`src/rtl/booth_multiplier_seq_if.sv`:
```
// Start/busy/done handshake with operand and product bus for booth_multiplier_seq.
interface booth_multiplier_seq_if;
  logic        start;
  logic [31:0] multiplicand;
  logic [31:0] multiplier;
  logic        busy;
  logic        done;
  logic [63:0] product;

  modport master (
    output start, multiplicand, multiplier,
    input  busy, done, product
  );

  modport slave (
    input  start, multiplicand, multiplier,
    output busy, done, product
  );
endinterface

```
`src/rtl/booth_multiplier_seq.sv`:
```
// Sequential radix-2 Booth multiplier (32x32 -> 64 signed) on a 32-bit CLA adder/subtractor.
// Optional MUL_EARLY_TERM_EN: stop as soon as the remaining multiplier bits cannot trigger an add/sub.

// 4-bit carry-lookahead slice with group generate/propagate.
module adder_cla4 (
  input  logic [3:0] i_a,
  input  logic [3:0] i_b,
  input  logic       i_c,
  output logic [3:0] o_s,
  output logic       o_g,
  output logic       o_p
);
  logic [3:0] w_g;
  logic [3:0] w_p;
  logic [3:0] w_c;

  assign w_g    = i_a & i_b;
  assign w_p    = i_a ^ i_b;
  assign w_c[0] = i_c;
  assign w_c[1] = w_g[0] | (w_p[0] & i_c);
  assign w_c[2] = w_g[1] | (w_p[1] & w_g[0]) | (w_p[1] & w_p[0] & i_c);
  assign w_c[3] = w_g[2] | (w_p[2] & w_g[1]) | (w_p[2] & w_p[1] & w_g[0])
                | (w_p[2] & w_p[1] & w_p[0] & i_c);
  assign o_s    = w_p ^ w_c;
  assign o_g    = w_g[3] | (w_p[3] & w_g[2]) | (w_p[3] & w_p[2] & w_g[1])
                | (w_p[3] & w_p[2] & w_p[1] & w_g[0]);
  assign o_p    = &w_p;
endmodule

// 32-bit adder/subtractor: Select=0 gives A+B, Select=1 gives A-B.
module adder_subtractor_top (
  input  logic [31:0] A,
  input  logic [31:0] B,
  input  logic        Select,
  output logic [31:0] Sum,
  output logic        CarryOut
);
  logic [31:0] w_b;
  logic [7:0]  w_gg;
  logic [7:0]  w_gp;
  logic [7:0]  w_gc;
  logic        w_cout;

  assign w_b = B ^ {32{Select}};

  for (genvar gi = 0; gi < 8; gi++) begin : g_blk
    adder_cla4 u_cla4 (
      .i_a (A[4*gi +: 4]),
      .i_b (w_b[4*gi +: 4]),
      .i_c (w_gc[gi]),
      .o_s (Sum[4*gi +: 4]),
      .o_g (w_gg[gi]),
      .o_p (w_gp[gi])
    );
  end

  // Group-level carry chain; group G/P depend only on the operands.
  always_comb begin
    logic v_c;
    v_c = Select;
    for (int i = 0; i < 8; i++) begin
      w_gc[i] = v_c;
      v_c     = w_gg[i] | (w_gp[i] & v_c);
    end
    w_cout = v_c;
  end

  assign CarryOut = w_cout;
endmodule

module booth_multiplier_seq #(
  parameter int unsigned WIDTH = 32
) (
  input  logic                  clk,
  input  logic                  rst_n,
  booth_multiplier_seq_if.slave bus
);
  localparam int unsigned PW = 2 * WIDTH;
  localparam int unsigned CW = 6;

  localparam logic [1:0] ST_IDLE = 2'd0;
  localparam logic [1:0] ST_RUN  = 2'd1;
  localparam logic [1:0] ST_DONE = 2'd2;

  logic [1:0]       r_state;
  logic [1:0]       w_state_nxt;
  logic [WIDTH-1:0] r_acc;
  logic [WIDTH-1:0] w_acc_nxt;
  logic [WIDTH-1:0] r_q;
  logic [WIDTH-1:0] w_q_nxt;
  logic [WIDTH-1:0] r_m;
  logic [WIDTH-1:0] w_m_nxt;
  logic             r_q_m1;
  logic             w_q_m1_nxt;
  logic [CW-1:0]    r_cnt;
  logic [CW-1:0]    w_cnt_nxt;
  logic             r_busy;
  logic             w_busy_nxt;
  logic             r_done;
  logic             w_done_nxt;
  logic [PW-1:0]    r_product;
  logic [PW-1:0]    w_product_nxt;

  logic             w_sel;
  logic             w_use_adder;
  logic [WIDTH-1:0] w_sum;
  logic             w_carry;
  logic             w_s;
  logic [WIDTH-1:0] w_r;
  logic             w_early;
  logic [PW-1:0]    w_early_prod;

  // Booth pair 10 subtracts, 01 adds; Select follows q[0] for both.
  assign w_sel       = r_q[0];
  assign w_use_adder = r_q[0] ^ r_q_m1;

  adder_subtractor_top u_addsub (
    .A        (r_acc),
    .B        (r_m),
    .Select   (w_sel),
    .Sum      (w_sum),
    .CarryOut (w_carry)
  );

  // Bit 32 of the true sum keeps the sign right when acc -/+ m overflows 32 bits.
  assign w_s = w_use_adder ? (r_acc[WIDTH-1] ^ (r_m[WIDTH-1] ^ w_sel) ^ w_carry)
                           : r_acc[WIDTH-1];
  assign w_r = w_use_adder ? w_sum : r_acc;

`ifdef MUL_EARLY_TERM_EN
  logic [WIDTH-1:0] w_mask;

  // Remaining multiplier bits plus q_m1 all equal: every further step is a pure shift.
  always_comb begin
    w_mask       = (r_cnt >= CW'(WIDTH)) ? '1 : ((WIDTH'(1) << r_cnt) - WIDTH'(1));
    w_early      = (((r_q & w_mask) == w_mask) &&  r_q_m1) ||
                   (((r_q & w_mask) == '0)     && !r_q_m1);
    w_early_prod = PW'($signed({r_acc, r_q}) >>> r_cnt);
  end
`else
  assign w_early      = 1'b0;
  assign w_early_prod = '0;
`endif

  always_comb begin
    w_state_nxt   = r_state;
    w_acc_nxt     = r_acc;
    w_q_nxt       = r_q;
    w_q_m1_nxt    = r_q_m1;
    w_m_nxt       = r_m;
    w_cnt_nxt     = r_cnt;
    w_product_nxt = r_product;

    case (r_state)
      ST_IDLE: begin
        if (bus.start) begin
          w_acc_nxt   = '0;
          w_q_nxt     = bus.multiplier;
          w_q_m1_nxt  = 1'b0;
          w_m_nxt     = bus.multiplicand;
          w_cnt_nxt   = CW'(WIDTH);
          w_state_nxt = ST_RUN;
        end
      end
      ST_RUN: begin
        if (w_early) begin
          w_product_nxt = w_early_prod;
          w_state_nxt   = ST_DONE;
        end else begin
          w_acc_nxt  = {w_s, w_r[WIDTH-1:1]};
          w_q_nxt    = {w_r[0], r_q[WIDTH-1:1]};
          w_q_m1_nxt = r_q[0];
          w_cnt_nxt  = r_cnt - CW'(1);
          if (w_cnt_nxt == '0) begin
            w_product_nxt = {w_acc_nxt, w_q_nxt};
            w_state_nxt   = ST_DONE;
          end
        end
      end
      ST_DONE: w_state_nxt = ST_IDLE;
      default: w_state_nxt = ST_IDLE;
    endcase

    w_busy_nxt = (w_state_nxt != ST_IDLE);
    w_done_nxt = (w_state_nxt == ST_DONE);
  end

  always_ff @(posedge clk) begin
    if (!rst_n) begin
      r_state   <= ST_IDLE;
      r_acc     <= '0;
      r_q       <= '0;
      r_q_m1    <= 1'b0;
      r_m       <= '0;
      r_cnt     <= '0;
      r_busy    <= 1'b0;
      r_done    <= 1'b0;
      r_product <= '0;
    end else begin
      r_state   <= w_state_nxt;
      r_acc     <= w_acc_nxt;
      r_q       <= w_q_nxt;
      r_q_m1    <= w_q_m1_nxt;
      r_m       <= w_m_nxt;
      r_cnt     <= w_cnt_nxt;
      r_busy    <= w_busy_nxt;
      r_done    <= w_done_nxt;
      r_product <= w_product_nxt;
    end
  end

  assign bus.busy    = r_busy;
  assign bus.done    = r_done;
  assign bus.product = r_product;
endmodule

```
`src/flat_wrapper.sv`:
```
// flat-port wrapper written by rule: the top's interface ports become plain ports
module booth_multiplier_seq_flat 
#(
  parameter int unsigned WIDTH = 32
)
  (clk, rst_n, bus_start, bus_multiplicand, bus_multiplier, bus_busy, bus_done, bus_product);
  booth_multiplier_seq_if bus_i ();
  input  logic clk;
  input  logic rst_n;
  input wire logic [$bits(bus_i.start)-1:0] bus_start;
  input wire logic [$bits(bus_i.multiplicand)-1:0] bus_multiplicand;
  input wire logic [$bits(bus_i.multiplier)-1:0] bus_multiplier;
  output wire logic [$bits(bus_i.busy)-1:0] bus_busy;
  output wire logic [$bits(bus_i.done)-1:0] bus_done;
  output wire logic [$bits(bus_i.product)-1:0] bus_product;
  assign bus_i.start = bus_start;
  assign bus_i.multiplicand = bus_multiplicand;
  assign bus_i.multiplier = bus_multiplier;
  assign bus_busy = bus_i.busy;
  assign bus_done = bus_i.done;
  assign bus_product = bus_i.product;
  booth_multiplier_seq #(.WIDTH(WIDTH)) u_core (.clk(clk), .rst_n(rst_n), .bus(bus_i));
endmodule
```
`config.mk`:
```
export PLATFORM = sky130hd
export DESIGN_NAME = booth_multiplier_seq_flat
export DESIGN_NICKNAME = d
export VERILOG_FILES = /design/src/rtl/booth_multiplier_seq_if.sv /design/src/rtl/booth_multiplier_seq.sv /design/src/flat_wrapper.sv
export SDC_FILE = /design/constraint.sdc
export NUM_CORES = 1
export LEC_CHECK = 0
export CAP_MARGIN = 40
export CELL_PAD_IN_SITES_DETAIL_PLACEMENT = 0
export CELL_PAD_IN_SITES_GLOBAL_PLACEMENT = 1
export CORE_ASPECT_RATIO = 1.5
export CORE_MARGIN = 1
export CORE_UTILIZATION = 37
export CTS_CLUSTER_SIZE = 14
export DETAILED_ROUTE_END_ITERATION = 16
export GPL_TIMING_DRIVEN = 0
export MAX_ROUTING_LAYER = met4
export PLACE_DENSITY_LB_ADDON = 0.1
export SLEW_MARGIN = 40
export SYNTH_ARGS = -nofsm -noshare
export SYNTH_HDL_FRONTEND = slang
export SYNTH_SLANG_ARGS = --single-unit
```
`constraint.sdc`:
```
create_clock -name clk -period 4.29 [get_ports clk]
set_input_delay 0.858 -clock clk [delete_from_list [all_inputs] [get_ports clk]]
set_output_delay 0.858 -clock clk [all_outputs]
set_load 0.01 [all_outputs]
```
==> qor.csv <==
stage;metric;value;unit
run_status;status;finished, final reports clean;
placement;placer congestion estimate;0.882;
routing;Final ANT Viol Nets;0;
placement;Detail Placement HPWL;20200;µm
yosys;area share of the largest cell type after synthesis;0.395;
yosys;register area share after synthesis;0.395;
die;Die Y;190;µm
pwr;Psw;1.10;mW
routing;DRC viols;0;
worst_hold_path;WHS Endpoint;u_core.bus.product[48];
sta;Final period util;0.936;
worst_hold_path;HP Start;u_core.bus.product[48];
placement;IO Port Bufs;131;
yosys;Avg Inst Size Synth;8.23;µm²
worst_setup_path;FF-to-FF setup slack;0.28;ns
global_routing;GRT Util Overall;0.240;
worst_setup_path;Crit Path Class;register to register;
worst_setup_path;FF-to-FF End;u_core.bus.product[56];
worst_setup_path;CP arrival;4.38;ns
clocking;Clock Latency Late Sink;0.44;ns
worst_setup_path;slowest cell on the critical path;fa_1;
yosys;Post-synth EDFFs;0;
worst_hold_path;worst hold stages;2;
yosys;area leader, netlist;dfxtp_1;
yosys;syn nets;1162;
routing;first drt pass iteration count;7;
worst_setup_path;worst path cell trace;buf_6 > clkbuf_4 > clkbuf_4 > xor2_1 > ha_1 > a21oi_1 > nor2_1 > a211oi_2 > and4_4 > nor3_1 > nand2b_1 > fa_1 > xnor2_1 > o21ai_0 > nand2_1 > a21boi_0;
routing;vias per cell;5.22;
yosys;count leader, synth;nand2_1;
worst_hold_path;hold crit path type;register to register;
sta;Final min period;4.01;ns
clocking;CTS tree;yes;
pwr;VDD IR max;0.301;mV
yosys;cell count after synthesis;1054;
die;Placement Rows;68;
placement;DP Area;10300;µm²
yosys;top cells by count, synth;nand2_1, dfxtp_1, a21boi_0, clkbuf_1, a21oi_1;
yosys;synth top area cells;dfxtp_1, nand2_1, a21boi_0;
routing;routed vias;7823;
clocking;TritonCTS buffer count;17;
worst_setup_path;crit end category;register;
worst_setup_path;Data required, critical path;4.65;ns
yosys;Netlist cell types;54;
die;DIE WIDTH;127;µm
routing;DR WL/cell;18.1;µm
sta;final hold violations;0;
sta;pin slew with the least headroom to its limit;0.850;ns
pwr;clock network power share;0.395;
sta;RSZ-0062 raised after global routing;false;
final_layout;fin util;0.476;
die;Initial Utilization;0.378;
pwr;Pint;2.72;mW
die;Core Box Area;23000;µm²
clocking;Clock Pin Slew Worst Setup and Hold Paths;0.07;ns
clocking;Root Driver;clkbuf_16;
final_layout;final instance area;10900;µm²
worst_setup_path;critical path's top delay family;compound AO/OA/AOI/OAI gates;
yosys;Top FF cell, synth;dfxtp_1;
clocking;htree depth;4;
global_routing;largest net degree at the start of global routing;17;
pwr;leak pwr;4.58;nW
sta;Final TNS setup;0;ns
global_routing;initial antenna violation count;0;
worst_setup_path;crit-path max cell delay;0.41;ns
yosys;Seq cells post-synth;171;
worst_setup_path;FF-to-FF path depth;16;
die;io pins;133;
routing;drt total wl;27100;µm
yosys;yosys warns;0;
global_routing;GRT overflow;0;
final_layout;Filler cells;2346;
pwr;Flop pwr share;0.445;
flow_run;max cap viols;0;
sta;f_max;0.249;GHz
sta;setup ws final;0.276;ns
sta;final setup violation count;0;
clocking;Longest Clk Path Bufs;2;
yosys;mapped cell area;8670;µm²
global_routing;vias in the first global route;7753;
sta;Final Max Tran Viols;0;
worst_setup_path;CP bufs+invs;3;
worst_setup_path;Critical R2R Launch;u_core.r_q[0];
final_layout;ANT cells;0;
placement;DP Worst Slack;-0.772;ns
pwr;Sw Share;0.288;
routing;drt initial violations;348;
final_layout;Nets;1313;
worst_setup_path;CP dominant cell by count;clkbuf_4;
final_layout;share of cells above drive strength 1;0.0435;
worst_setup_path;worst-path maximum fanout;10;
clocking;CTS sink count;171;
die;die area;24100;µm²
clocking;post-cts hold buffer count;0;
pwr;power per cell area;349;nW/µm²
sta;worst slew margin relative to its limit;0.433;
yosys;Synth async-reset ratio;0;
worst_setup_path;Startpoint Class;register;
worst_setup_path;start point of the critical path;u_core.r_q[0];
sta;Final Skew;0.00837;ns
final_layout;synth-to-layout area growth;26.0;%
pwr;Combinational Power Share;0.160;
global_routing;first-pass GRT wire length;42300;µm
layout by cell type, fill, tap and decap left out, types with 39 or more instances in the layout:
cell type	netlist	routed
xor2_1	40	40
o211a_1	39	39
dfxtp_1	171	171
clkbuf_1	66	62
nand2_1	256	256
nand3_1	51	51
o21ai_0	47	47
a21boi_0	72	72
clkdlybuf4s50_1	0	131
a21oi_1	53	53
per-layer routing:
| metal | up-vias | routed length, µm | track usage |
|---|---|---|---|
| met5 | - | 0 | - |
| met4 | 0 | 864 | 0.0989 |
| met3 | 38 | 975 | 0.0432 |
| met2 | 154 | 14000 | 0.429 |
| met1 | 3708 | 11300 | 0.259 |
| li1 | 3923 | - | - |
area by class of cell:
class / instances / area, µm² / area share
Buffer: 74 / 310 / 0.0284
Timing Repair Buffer: 132 / 1320 / 0.121
Tap cell: 280 / 350 / 0.0321
Clock inverter: 13 / 118 / 0.0108
Multi-Input combinational cell: 795 / 4910 / 0.450
Inverter: 14 / 52.6 / 0.00481
Clock buffer: 19 / 443 / 0.0405
Sequential cell: 171 / 3420 / 0.313
power by group through the flow:
stage               combinational, mW  sequential, mW  clock (mW)
CTS                             0.616            1.70        1.54
global placement                0.605            1.73           0
global route                    0.678            1.71        1.61
floorplan                       0.396            1.72           0
detailed placement              0.609            1.73           0
finish                          0.610            1.70        1.51
repair_timing:
item,CTS,global route
setup endpoints to repair,39,4
resized for setup,8,1
endpoints found under the hold margin,0,0
buffers inserted,0,1
pin swaps,0,1
sequential cells by signal, indices dropped and copies added (netlist names):
register,cells
u_core.r_m,32
u_core.bus.done,1
u_core.bus.product,64
u_core.bus.busy,1
u_core.r_q_m1,1
u_core.r_state,2
u_core.r_q,32
u_core.r_acc,32
u_core.r_cnt,6
worst reg2reg max path: stages (launching register included):
cell and delay (ns):
dfxtp_1 0.36, buf_6 0.15, clkbuf_4 0.26, clkbuf_4 0.35, xor2_1 0.19, ha_1 0.30
a21oi_1 0.18, nor2_1 0.07, a211oi_2 0.35, and4_4 0.36, nor3_1 0.08, nand2b_1 0.19
fa_1 0.41, xnor2_1 0.15, o21ai_0 0.29, nand2_1 0.11, a21boi_0 0.16
cell families after synthesis:
| group | Yosys count | share of synthesized area |
|---|---|---|
| DFF | 171 | 0.395 |
| adders and majority gates | 41 | 0.0652 |
| buffers and inverters | 88 | 0.0391 |
| AOI/OAI and AO/OA | 266 | 0.217 |
| and+or+nand+nor | 430 | 0.225 |
| xor gates and xnor gates | 53 | 0.0535 |
| muxes | 5 | 0.00577 |
worst max path at each step:
stage                                         to  slack [ns]  cells after the start
after floorplan           u_core.bus.product[60]        0.20                     18
after global placement          u_core.r_acc[27]       -0.85                     17
after detailed placement  u_core.bus.product[60]       -0.77                     18
after CTS                 u_core.bus.product[60]        0.02                     18
after global routing      u_core.bus.product[60]        0.03                     18
final                     u_core.bus.product[56]        0.28                     16
metrics by stage:
step | instances | hold slack (ns) | power [mW]
2_1_floorplan | 1054 | 0.451 | 2.12
3_3_place_gp | 1465 | 0.451 | 2.34
3_5_place_dp | 1465 | 0.460 | 2.34
4_1_cts | 1497 | 0.467 | 3.85
5_1_grt | 1498 | 0.485 | 4.00
6_report | 1498 | 0.464 | 3.82
Power figures use the tool's default switching activity.
